`config.mk`:
```
export PLATFORM = sky130hd
export DESIGN_NAME = alu_issue_ctrl
export DESIGN_NICKNAME = d
export VERILOG_FILES = /design/src/rtl/alu_issue_ctrl.sv
export SDC_FILE = /design/constraint.sdc
export NUM_CORES = 1
export LEC_CHECK = 0
export BUFFER_PORTS_ARGS = -buffer_cell sky130_fd_sc_hd__buf_2
export CAP_MARGIN = 20
export CORE_UTILIZATION = 35
export DETAILED_ROUTE_END_ITERATION = 10
export HOLD_SLACK_MARGIN = 0.03
export SKIP_LAST_GASP = 1
export SYNTH_ARGS = -nofsm -noshare
export SYNTH_HDL_FRONTEND = slang
export SYNTH_SLANG_ARGS = --single-unit
```
`constraint.sdc`:
```
create_clock -name clk -period 4.7 [get_ports clk]
set_input_delay 0.47 -clock clk [delete_from_list [all_inputs] [get_ports clk]]
set_output_delay 0.47 -clock clk [all_outputs]
set_load 0.05 [all_outputs]
```
`src/rtl/alu_issue_ctrl.sv`:
```
// alu_issue_ctrl: issue/write-back stage wrapped around an external registered ALU.
// Latency: ALU op accept->write-back edge = 2+ALU_LAT cycles; LDI = 2 cycles; NOP = 1.
// Backpressure: instr_ready is high only in IDLE; instr is ignored while busy.
//
// Ports:
//   clk, rst                  clock, asynchronous active-high reset
//   instr_valid/instr_ready   16-bit instruction handshake (instr)
//   alu_a, alu_b, alu_ctrl    operands/op driven to the ALU, held between issues
//   alu_en                    one-cycle ALU enable pulse per ALU instruction
//   alu_result                registered ALU output, valid ALU_LAT edges after alu_en
//   wb_valid, wb_rd, wb_data  one-cycle register write-back report
//   zero/carry/neg_flag       status of the last completed ALU instruction
// Optional: define ALU_ISSUE_DBG_EN to add dbg_addr/dbg_data register-file read port.

module alu_issue_ctrl #(
   parameter int DATA_W  = 8,
   parameter int ALU_LAT = 1
) (
   input  logic              clk,
   input  logic              rst,
   input  logic              instr_valid,
   output logic              instr_ready,
   input  logic [15:0]       instr,
   output logic [DATA_W-1:0] alu_a,
   output logic [DATA_W-1:0] alu_b,
   output logic [1:0]        alu_ctrl,
   output logic              alu_en,
   input  logic [DATA_W-1:0] alu_result,
   output logic              wb_valid,
   output logic [1:0]        wb_rd,
   output logic [DATA_W-1:0] wb_data,
   output logic              zero_flag,
   output logic              carry_flag,
   output logic              neg_flag
`ifdef ALU_ISSUE_DBG_EN
   ,
   input  logic [1:0]        dbg_addr,
   output logic [DATA_W-1:0] dbg_data
`endif
);

   typedef enum logic [1:0] {S_IDLE, S_ISSUE, S_WAIT, S_WB} state_t;

   localparam logic [1:0] LAT_M1 = 2'(ALU_LAT - 1);

   state_t            state_q;
   logic              ready_q;
   logic              alu_en_q;
   logic [DATA_W-1:0] alu_a_q, alu_b_q;
   logic [1:0]        alu_ctrl_q;
   logic [1:0]        rd_q;
   logic              is_alu_q;
   logic [DATA_W-1:0] imm_q;
   logic [1:0]        cnt_q;
   logic              wb_valid_q;
   logic [1:0]        wb_rd_q;
   logic [DATA_W-1:0] wb_data_q;
   logic              zero_q, carry_q, neg_q;
   logic [DATA_W-1:0] rf_q [4];

   logic [DATA_W-1:0] wb_val_d;
   logic              carry_d;

   // Value written in WB: live ALU output for ALU ops, latched immediate for LDI.
   assign wb_val_d = is_alu_q ? alu_result : imm_q;
   // a+b overflows DATA_W bits exactly when a > (2^DATA_W-1-b), i.e. a > ~b.
   assign carry_d  = (alu_a_q > ~alu_b_q);

   always_ff @(posedge clk or posedge rst) begin
      if (rst) begin
         state_q    <= S_IDLE;
         ready_q    <= 1'b1;
         alu_en_q   <= 1'b0;
         alu_a_q    <= '0;
         alu_b_q    <= '0;
         alu_ctrl_q <= 2'b00;
         rd_q       <= 2'd0;
         is_alu_q   <= 1'b0;
         imm_q      <= '0;
         cnt_q      <= 2'd0;
         wb_valid_q <= 1'b0;
         wb_rd_q    <= 2'd0;
         wb_data_q  <= '0;
         zero_q     <= 1'b0;
         carry_q    <= 1'b0;
         neg_q      <= 1'b0;
         for (int i = 0; i < 4; i++) rf_q[i] <= '0;
      end else begin
         alu_en_q   <= 1'b0;
         wb_valid_q <= 1'b0;
         case (state_q)
            S_IDLE: begin
               if (instr_valid) begin
                  case (instr[15:14])
                     2'b00: begin
                        // Operands read now, so rd==rs is safe: old value issued.
                        alu_ctrl_q <= instr[13:12];
                        rd_q       <= instr[11:10];
                        alu_a_q    <= rf_q[instr[9:8]];
                        alu_b_q    <= rf_q[instr[7:6]];
                        is_alu_q   <= 1'b1;
                        alu_en_q   <= 1'b1;
                        ready_q    <= 1'b0;
                        state_q    <= S_ISSUE;
                     end
                     2'b01: begin
                        rd_q       <= instr[11:10];
                        imm_q      <= DATA_W'(instr[7:0]);
                        is_alu_q   <= 1'b0;
                        wb_valid_q <= 1'b1;
                        wb_rd_q    <= instr[11:10];
                        ready_q    <= 1'b0;
                        state_q    <= S_WB;
                     end
                     default: ; // NOP: handshake consumed, nothing else happens
                  endcase
               end
            end
            S_ISSUE: begin
               cnt_q <= LAT_M1;
               if (ALU_LAT > 1) begin
                  state_q <= S_WAIT;
               end else begin
                  wb_valid_q <= 1'b1;
                  wb_rd_q    <= rd_q;
                  state_q    <= S_WB;
               end
            end
            S_WAIT: begin
               // Leave when the decremented count reaches zero: ALU_LAT-1 WAIT cycles.
               cnt_q <= cnt_q - 2'd1;
               if (cnt_q == 2'd1) begin
                  wb_valid_q <= 1'b1;
                  wb_rd_q    <= rd_q;
                  state_q    <= S_WB;
               end
            end
            S_WB: begin
               rf_q[rd_q] <= wb_val_d;
               wb_data_q  <= wb_val_d;
               if (is_alu_q) begin
                  zero_q  <= (wb_val_d == '0);
                  carry_q <= (alu_ctrl_q == 2'b00) ? carry_d : 1'b0;
                  neg_q   <= (alu_ctrl_q == 2'b01) ? (alu_a_q < alu_b_q) : 1'b0;
               end
               ready_q <= 1'b1;
               state_q <= S_IDLE;
            end
            default: state_q <= S_IDLE;
         endcase
      end
   end

   assign instr_ready = ready_q;
   assign alu_en      = alu_en_q;
   assign alu_a       = alu_a_q;
   assign alu_b       = alu_b_q;
   assign alu_ctrl    = alu_ctrl_q;
   assign wb_valid    = wb_valid_q;
   assign wb_rd       = wb_rd_q;
   // During WB the written value is presented live; otherwise the last written value holds.
   assign wb_data     = wb_valid_q ? wb_val_d : wb_data_q;
   assign zero_flag   = zero_q;
   assign carry_flag  = carry_q;
   assign neg_flag    = neg_q;

`ifdef ALU_ISSUE_DBG_EN
   assign dbg_data = rf_q[dbg_addr];
`endif

endmodule

```
=== Word-level counts from Yosys, hierarchy flattened ===
Cells that the tools add are included.
Widths: inputs -> output; s select.

* Bits in registers: 81
* Input port bits: 27
* Output and inout port bits: 34
* Word-level logic and storage cells: 93

* $add $sub $neg: 1
* Magnitude comparators: 6
* Equality and inequality tests: 11
* Muxes and demuxes: 33
* Bitwise gates (word level): 4
* Reduce and logical (&&, ||, !) cells: 18

{| class="wikitable"
|+ Operator list
! cell !! number
|-
| $mux 8 || 7
|-
| $bmux 8 s2 || 2
|-
| $bwmux 32 || 1
|-
| $reduce_and 3->1 || 6
|-
| $demux 8 s2 || 1
|-
| $mux 1 || 10
|-
| $mux 2 || 5
|-
| $ge 3x3->1 const B || 3
|-
| $not 2->3 || 3
|-
| $eq 2x1->1 const B || 4
|-
| $gt 8x8->1 || 1
|-
| $logic_not 8->1 || 1
|-
| $lt 8x8->1 || 1
|-
| $not 8->8 || 1
|-
| $pmux 2 s2 || 2
|-
| $pmux 2 s4 || 1
|-
| $logic_not 2->1 || 3
|-
| $ne 2x2->1 const B || 3
|-
| $pmux 2 s3 || 1
|-
| $reduce_bool 2->1 || 3
|-
| $eq 2x2->1 const B || 2
|-
| $pmux 1 s2 || 2
|-
| $reduce_and 4->1 || 1
|-
| $lt 3x1->1 const B || 1
|-
| other kinds (8) || 8
|}

=== Logic depth before layout (Yosys ltp) ===
* Depth after elaboration: 6
* Gate-level depth with buffers: 7
* Gate-level depth less buffers: 6

=== Worst setup path after synthesis ===
OpenSTA, ideal clock, no wires.

* Kind: register -> output
* From: reg wb_valid_q (netlist: wb_valid)
* To: out wb_data[1]
* Data arrival time: 1.982 ns
* Data required time: 4.230 ns
* Path slack: 2.248 ns
* Cell stages (with the launch flop): 5
* Buffers on the path: 2
* Path through: dfrtp_1 -> clkbuf_1 -> clkbuf_1 -> nor2_1 -> a21oi_1

* Word-level cells in the longest chain between the ends: 1

{| class="wikitable"
|+ Ends and longest elaborated chain
! item !! RTL line !! RTL
|-
| start: declaration || 55 || <nowiki>logic wb_valid_q;</nowiki>
|-
| start signal: assignment || 81 || <nowiki>wb_valid_q <= 1'b0;</nowiki>
|-
| start signal: assignment || 90 || <nowiki>wb_valid_q <= 1'b0;</nowiki>
|-
| start signal: assignment || 110 || <nowiki>wb_valid_q <= 1'b1;</nowiki>
|-
| $mux 8 || 162 || <nowiki>assign wb_data = wb_valid_q ? wb_val_d : wb_data_q;</nowiki>
|-
| end: declaration || 31 || <nowiki>output logic [DATA_W-1:0] wb_data,</nowiki>
|}

No other way between the ends.

=== Final worst setup path ===
* From: reg is_alu_q
* To: out wb_data[4]

* Word-level cells in the longest chain between the ends: 2

{| class="wikitable"
|+ Ends and longest elaborated chain
! item !! RTL line !! RTL
|-
| start: declaration || 52 || <nowiki>logic is_alu_q;</nowiki>
|-
| start signal: assignment || 78 || <nowiki>is_alu_q <= 1'b0;</nowiki>
|-
| start signal: assignment || 101 || <nowiki>is_alu_q <= 1'b1;</nowiki>
|-
| start signal: assignment || 109 || <nowiki>is_alu_q <= 1'b0;</nowiki>
|-
| $mux 8 || 65 || <nowiki>assign wb_val_d = is_alu_q ? alu_result : imm_q;</nowiki>
|-
| $mux 8 || 162 ||
|}

No other way between the ends.

==> results.toml <==
[outcome]
status = "complete, no violations"

[yosys]
syn_area_per_cell_um2 = 11.92
async_flop_share_pct = 100.0
synth_cell_types = 40
ys_seq_elements = 81
synth_fp_nets = 394
syn_area_um2 = 4114
ys_warn_count = 0
synth_edf_count = 0
seq_area_frac_synth_pct = 49.30
synthCells = 345
synth_ff_type = "dfrtp_1"

[setup_path]
critPathArrivalTime_ns = 2.06
worstSetupStartpointType = "flip-flop"
path_class = "reg2out"
crit_path_max_fanout = 10
critPathSlowestCell = "mux2i_1"
endpoint_kind = "output port"
slowest_delay_ns = 0.69
worstPathRequired_ns = 4.23
path_cells = "mux2i_1 -> a21oi_1 -> buf_2"

[pwr]
total_power_mw = 3.833
combPwrFrac_pct = 47.6
internal_power_mw = 2.113
pwr_density_cell_nw_per_um2 = 800.7
p_sw_share_pct = 44.87
ir_drop_uv = 618.4
p_leak_nw = 2.258
clkPwrFrac_pct = 17.6
share_seq_of_total_power_pct = 34.8
switching_power_mw = 1.720

[clock_tree]
cts_hold_buf = 0
root_buffer = "clkbuf_16"
clk_pin_slew_ns = 0.06
cts.htree.levels = 3
cts_buffer_depth = 2
cts_buffers = 9
cts_setup_buffers = 0
cts_tree = "built"
cts_resized = 0
cts.sinks = 81
clk-insertion-delay-late_ns = 0.34

[timing]
setup_violations = 0
fmax_mhz = 394.6
slew_headroom_pct = 33.81
timing.final.crit_share_pct = 53.92
finClkSkew_ns = 0.004244
final-max-slew-violation-count = 0
hold_viol_final = 0
tns_ns = 0
tightest_slew_ns = 0.9885
rsz0062_at_grt = "no"
period_needed_ns = 2.534

[drt]
drc = 0
num_vias = 2804
firstDrtPassIters = 4
post_drt_via_cell_ratio = 5.098
wire_per_inst_um = 16.17
wirelength_mm = 8.895
ant_nets = 0
drt_iter0_drc = 116

[global_routing]
grt_pass1_vias = 2863
antenna_found_initial = 0
grt-ovfl-total = 0
grt_max_degree = 46
grt_pass1_wl_mm = 15.01
grt_util_all_layers_pct = 15.80

[placed_design]
io_buffers = 60
place_area_um2 = 4493
place_hpwl_mm = 6.367
gp_congestion = 0.7647

[die]
core_area_um2 = 11420
die_h_um = 110.4
start_util_pct = 36.03
ioPinCount = 61
die_w_um = 110.4
die_area_um2 = 12190
rows = 39

[cells_and_area]
fillers = 1098
nNetsFinal = 451
final_area_um2 = 4787
antenna_cells = 0
fin_util_pct = 41.92
multi_input_area_um2 = 1913
final_layout_size_suffix_gt1_share_pct = 32.19
synthToLayoutAreaGrowth_pct = 16.36
seq_area_um2 = 2028

[run]
cap_violations = 0

[worst_hold_path]
hold_class = "in2async"
-- per-layer routing --
layer	part of all wire [%]	vias to the layer above	track usage (%)	wire length [µm]
li1	-	1338	-	-
met1	48	1381	21.62	4284
met2	47	75	24.43	4154
met3	4.0	10	4.061	356
met4	1.1	0	5.333	101
met5	0	-	0	0
-- worst paths after layout --
path	startpoint	to	slack (ns)	depth (start not counted)
setup reg to reg	state_q[1]	rf_q[26]	2.29	3
setup / recovery	is_alu_q	wb_data[4]	2.17	3
hold / removal	rst	wb_data_q[3]	0.20	2
min in group clk	instr[13]	alu_ctrl[1]	0.36	2
max in group asynchronous	rst	rf_q[16]	3.52	3
hold reg to reg	cnt_q[0]	cnt_q[0]	0.49	1
-- power by group through the flow --
stage          Sequential, mW  Combinational (mW)  Clock [mW]
2_1_floorplan            1.59                1.15           0
3_3_place_gp             1.32                1.79           0
3_5_place_dp             1.35                1.83           0
4_1_cts                  1.34                1.84       0.694
5_1_grt                  1.39                2.00       0.722
6_report                 1.33                1.82       0.676
-- critical path: cells and delay by family, from the launching register on --
family | cells | cell delay (ns)
AO/OA/AOI/OAI | 1 | 0.14
buffers and inverters | 1 | 0.24
multiplexers | 1 | 0.69
flip-flops | 1 | 0.66
-- cell type report --
| class | count | area share [%] |
|---|---|---|
| flip-flops and latches | 81 | 42.37 |
| multi-input cells | 232 | 39.96 |
| repair buffers | 61 | 6.430 |
| clock buffers | 14 | 5.933 |
| well taps | 143 | 3.738 |
| inverters | 17 | 1.359 |
| clock inverters | 2 | 0.2091 |
-- placed cells by master (no fill, tap or decap), types with 2 or more instances in the layout --
cell,synthesis,final
a211oi_1,3,3
dfrtp_1,80,80
clkbuf_8,0,4
mux2i_1,10,10
nand3b_1,2,2
o21ai_0,27,27
a21oi_1,33,33
nand3_1,3,3
nor2_1,27,27
nand2_1,31,31
a22oi_1,2,2
ha_1,22,22
clkbuf_16,0,9
a31oi_1,2,2
o21bai_1,2,2
buf_2,3,60
mux4_2,16,16
nor2b_1,3,3
mux2_4,8,8
mux2_2,23,23
inv_1,17,16
clkinv_2,0,3
nor3_1,3,3
-- registers in the layout, indices dropped and copies added, names as in the netlist --
signal,flops
is_alu_q,1
rf_q,32
alu_ctrl,2
cnt_q,2
alu_b,8
wb_data_q,8
neg_flag,1
wb_rd,2
carry_flag,1
rd_q,2
instr_ready,1
alu_en,1
zero_flag,1
alu_a,8
imm_q,8
wb_valid,1
state_q,2
-- cells by family after synthesis --
group	Yosys count	share of synthesized area (%)
buf+inv	32	4.197
mux	58	20.68
flops	81	49.30
fa+ha+maj	22	6.691
simple gates	79	9.428
compound gates	73	9.702
-- through the flow --
step | hold WS (ns) | cells | setup slack (ns)
after detailed placement | 0.4791 | 534 | 2.310
after floorplan | 0.4569 | 345 | 2.152
final | 0.1992 | 550 | 2.166
after global placement | 0.4689 | 534 | 2.400
after global routing | 0.2526 | 550 | 2.045
after CTS | 0.2114 | 550 | 2.164
-- Yosys cell counts (4+ instances only) --
cell type	n	area, µm²
nor2_1	27	101.4
mux4_2	16	360.4
mux2_4	8	120.1
dfrtp_1	80	2002
mux2_2	23	259.0
clkbuf_1	5	18.77
inv_1	17	63.81
nand2_1	31	116.4
mux2i_1	10	100.1
buf_6	4	45.04
o21ai_0	27	135.1
a21oi_1	33	165.2
ha_1	22	275.3
Note: power is estimated with default switching activity, not from simulation.
